<file path="config.mk">
export PLATFORM = sky130hd
export DESIGN_NAME = ksa
export DESIGN_NICKNAME = d
export VERILOG_FILES = /design/src/rtl/ksa.sv
export SDC_FILE = /design/constraint.sdc
export NUM_CORES = 1
export LEC_CHECK = 0
export CAP_MARGIN = 5
export CORE_MARGIN = 1.5
export CORE_UTILIZATION = 55
export CTS_CLUSTER_DIAMETER = 40
export DETAILED_ROUTE_END_ITERATION = 7
export PLACE_DENSITY = 0.77
export SYNTH_ARGS = -nofsm -noshare
export SYNTH_HDL_FRONTEND = slang
export SYNTH_SLANG_ARGS = --single-unit
</file>
<file path="constraint.sdc">
create_clock -name clk -period 4 [get_ports clk]
set_clock_uncertainty 0.05 [all_clocks]
set_input_delay 1.2 -clock clk [delete_from_list [all_inputs] [get_ports clk]]
set_output_delay 1.2 -clock clk [all_outputs]
set_load 0.05 [all_outputs]
</file>
<file path="src/rtl/ksa.sv">
`default_nettype none
// +----------------------------------------------------------------------+
// | ksa : ARC4 key-scheduling stage, permutes the 256x8 S memory in place |
// | Rev 1.0 - initial release                                            |
// +----------------------------------------------------------------------+
module ksa (
   input  logic        clk,
   input  logic        rst,
   input  logic        en,
   output logic        rdy,
   input  logic [23:0] key,
   output logic [7:0]  addr,
   input  logic [7:0]  rddata,
   output logic [7:0]  wrdata,
   output logic        wren
);

   typedef enum logic [2:0] {
      S_IDLE  = 3'd0,
      S_RD_I  = 3'd1,
      S_CALC  = 3'd2,
      S_RD_J  = 3'd3,
      S_CAP_J = 3'd4,
      S_WR_I  = 3'd5,
      S_WR_J  = 3'd6
   } state_t;

   state_t      r_state;
   logic [7:0]  r_i;
   logic [7:0]  r_j;
   logic [1:0]  r_ksel;
   logic [23:0] r_key;
   logic [7:0]  r_si;
   logic [7:0]  w_kbyte;
   logic [7:0]  w_j_next;

   always_comb begin
      w_kbyte = r_key[7:0];
      case (r_ksel)
         2'd0:    w_kbyte = r_key[23:16];
         2'd1:    w_kbyte = r_key[15:8];
         default: w_kbyte = r_key[7:0];
      endcase
      w_j_next = r_j + rddata + w_kbyte;
   end

   // Outputs are registered one state ahead so addr/wren are valid for the
   // whole cycle of the state that owns them.
   always_ff @(posedge clk or posedge rst) begin
      if (rst) begin
         r_state <= S_IDLE;
         rdy     <= 1'b1;
         wren    <= 1'b0;
         addr    <= 8'd0;
         wrdata  <= 8'd0;
         r_i     <= 8'd0;
         r_j     <= 8'd0;
         r_ksel  <= 2'd0;
         r_key   <= 24'd0;
         r_si    <= 8'd0;
      end else begin
         case (r_state)
            S_IDLE: begin
               wren <= 1'b0;
               if (en) begin
                  r_key   <= key;
                  r_i     <= 8'd0;
                  r_j     <= 8'd0;
                  r_ksel  <= 2'd0;
                  addr    <= 8'd0;
                  rdy     <= 1'b0;
                  r_state <= S_RD_I;
               end
            end
            S_RD_I: r_state <= S_CALC;
            S_CALC: begin
               r_si    <= rddata;
               r_j     <= w_j_next;
               addr    <= w_j_next;
               r_state <= S_RD_J;
            end
            S_RD_J: r_state <= S_CAP_J;
            S_CAP_J: begin
               // wrdata doubles as the latched S[j]
               wrdata  <= rddata;
               addr    <= r_i;
               wren    <= 1'b1;
               r_state <= S_WR_I;
            end
            S_WR_I: begin
               addr    <= r_j;
               wrdata  <= r_si;
               r_state <= S_WR_J;
            end
            S_WR_J: begin
               wren <= 1'b0;
               if (r_i == 8'hFF) begin
                  rdy     <= 1'b1;
                  r_state <= S_IDLE;
               end else begin
                  r_i     <= r_i + 8'd1;
                  addr    <= r_i + 8'd1;
                  r_ksel  <= (r_ksel == 2'd2) ? 2'd0 : r_ksel + 2'd1;
                  r_state <= S_RD_I;
               end
            end
            default: begin
               wren    <= 1'b0;
               rdy     <= 1'b1;
               r_state <= S_IDLE;
            end
         endcase
      end
   end

endmodule
`default_nettype wire

</file>
==> flow_summary.json <==
{
  "status": "finished clean",
  "syn_avg_cell_area_um2": 10.5,
  "synth_simple_gate_area_share_pct": 13.0,
  "tns_ns": 0,
  "synthFlopType": "dfrtp_1",
  "required_ns": 4.19,
  "post-route-min-period_ns": 3.67,
  "clkLatencyLatePin_ns": 0.35,
  "routabilityCongestion": 0.901,
  "numCtsBuffers": 9,
  "final_util_pct": 70.7,
  "clockRootBuffer": "clkbuf_8",
  "io_buffers": 52,
  "synth_xor_area_share_pct": 2.79,
  "drc": 0,
  "ir_drop_mv": 0.384,
  "ios": 53,
  "grt_usage_pct": 25.4,
  "synth-edff-count": 0,
  "r2r-start": "r_ksel[0]$_DFFE_PP0P_",
  "ys_ff_latch": 71,
  "clkTransAtPathRegs_ns": 0.08,
  "diodes": 0,
  "cts_sinks": 71,
  "synth_top_family_by_area": "compound AO/OA/AOI/OAI gates",
  "synth-adder-area-share_pct": 6.58,
  "grt_max_degree": 39,
  "cts_resized": 0,
  "antenna_found_initial": 0,
  "critical_path_peak_fanout": 3,
  "postCtsSetupBuffers": 0,
  "yosysTopAreaCell": "dfrtp_1",
  "die_area_um2": 7350,
  "die_h_um": 85.8,
  "grt_pass1_vias": 2887,
  "ant_nets": 0,
  "dr.pass1.iters": 4,
  "synth_common_cells": "dfrtp_1, nand2_1, o21ai_0",
  "worst-r2r-cell-count": 11,
  "initialDrtViolationCount": 154,
  "row_count": 29,
  "synth_area_um2": 3770,
  "muxShareOfSynthArea_pct": 12.7,
  "synth_top_area_share_pct": 46.5,
  "min_to": "rdy$_DFFE_PP1P_",
  "yosys-top-cells-area": "dfrtp_1, mux2_2, nand2_1",
  "slew_headroom_pct": 51.4,
  "syn_nets": 409,
  "worstHoldStart": "rdy$_DFFE_PP1P_",
  "yosysUniqueCellTypes": 49,
  "async_flop_share_pct": 100,
  "area_growth_pct": 21.9,
  "reg2reg_to": "addr[5]$_DFFE_PP0P_",
  "routed_wl_um": 8330,
  "r2r_slack_ns": 0.68,
  "htreeDepth": 3,
  "fp.dieW_um": 85.8,
  "cp.arrival_ns": 3.86,
  "clockBufferDepth": 2,
  "yosysMostFrequentCell": "dfrtp_1",
  "hold_viol": 0,
  "finalSetupViolations": 0,
  "cap_violations": 0,
  "initial_core_util_pct": 58.0,
  "synth_compound_area_share_pct": 13.8,
  "cp-start-kind": "primary input",
  "leakagePower_nw": 2.00,
  "yosysWarningCount": 0,
  "coreArea_um2": 6490,
  "nets": 457,
  "path_class": "in2reg",
  "cts_hold_buf": 0,
  "grt_pass1_wl_um": 14300,
  "hp-class": "reg2reg",
  "worst_setup_path_end_kind": "flip-flop",
  "seq_area_frac_synth_pct": 47.2,
  "drive_above_1_share_pct": 15.1,
  "post-route-period-util_pct": 91.7,
  "avgRoutedWirePerCell_um": 17.1,
  "worstMarginPinSlew_ns": 0.727,
  "power.density_nw_per_um2": 928,
  "vias": 2845,
  "place.detailed.hpwl_um": 6120,
  "grt-ovfl-total": 0,
  "drt-vias-per-instance": 5.83,
  "grt_setup_unrepaired": "no",
  "whs_path_depth": 2,
  "slew_violations": 0,
  "syn-instance-count": 359,
  "max_freq_mhz": 273,
  "cts_tree": "yes",
  "n_fill_cell": 503
}
-- worst max path at each step --
stage,cells after the start,endpoint,start
after CTS,10,addr[5]$_DFFE_PP0P_,rddata[1]
after detailed placement,10,addr[5]$_DFFE_PP0P_,rddata[1]
after global placement,11,addr[7]$_DFFE_PP0P_,rddata[1]
final,10,addr[5]$_DFFE_PP0P_,rddata[1]
after global routing,11,addr[7]$_DFFE_PP0P_,rddata[1]
after floorplan,10,addr[7]$_DFFE_PP0P_,rddata[1]
-- report_power, final --
part           leakage (nW)  total (mW)  switching (mW)  internal [mW]
Clock                 0.129       0.746           0.273          0.474
Sequential            0.878        1.30           0.270           1.03
Combinational         0.994        2.21            1.23          0.978
Total                  2.00        4.26            1.77           2.48
-- cells in the final DEF, fill, tap and decap left out, drive strengths merged, types with 6 or more instances in the layout --
cell type,netlist,routed
fa,8,8
xor2,8,8
nand3,7,7
nand2,56,56
a21oi,15,15
mux2,26,26
buf,14,6
mux2i,18,18
o21ai,29,29
clkdlybuf4s50,0,52
ha,7,7
nor2,22,22
dfrtp,70,70
inv,11,11
clkbuf,7,9
a22o,7,7
-- metrics by stage --
stage / power, mW / cells / hold slack (ns) / cell area [um^2] / worst slack (ns)
finish: 4.26 / 488 / 0.419 / 4590 / 0.333
CTS: 4.27 / 488 / 0.424 / 4590 / 0.328
floorplan: 2.92 / 359 / 0.395 / 3770 / 0.590
detailed placement: 3.51 / 473 / 0.412 / 4330 / -0.0658
global route: 4.57 / 488 / 0.447 / 4590 / 0.225
global placement: 3.42 / 473 / 0.405 / 4330 / 0.0307
-- cell type report --
cell class / count / area, um^2 / share of cell area [%]
inverter: 11 / 41.3 / 0.900
clock buffer: 9 / 124 / 2.70
tap: 77 / 96.3 / 2.10
sequential: 71 / 1780 / 38.7
timing repair buffer: 58 / 578 / 12.6
clock inverter: 6 / 134 / 2.92
multi-input combinational: 256 / 1840 / 40.0
-- logic make-up (layout without fill, tap and decap cells) --
kind of cell    count (synthesis)  in the layout
simple gates                  108            108
compound gates                 77             77
flops                          71             71
mux                            44             44
buf+inv                        32             84
fa+ha+maj                      15             15
xor+xnor                       12             12
-- flip-flops by register name (all words and copies together), names as in the netlist --
register	flops
r_si	8
r_state	3
r_key	24
r_j	8
wrdata	8
r_ksel	2
addr	8
rdy	1
r_i	8
wren	1
-- per-layer routing --
layer | up-vias | global-route usage [%] | part of all wire (%) | wire, um
li1 | 1345 | - | - | -
met5 | - | 0 | 0 | 0
met3 | 15 | 7.03 | 5.1 | 426
met2 | 90 | 39.0 | 47 | 3930
met4 | 0 | 9.68 | 2.4 | 203
met1 | 1395 | 34.6 | 45 | 3760
-- worst max-delay path, cell delays in order --
cell	delay, ns
clkdlybuf4s50_1	0.48
inv_1	0.07
fa_1	0.53
inv_1	0.05
ha_1	0.22
fa_1	0.41
a21o_1	0.20
a211oi_1	0.27
nor3_1	0.10
a311o_1	0.33
No activity file was read; power rests on OpenSTA's default activity.
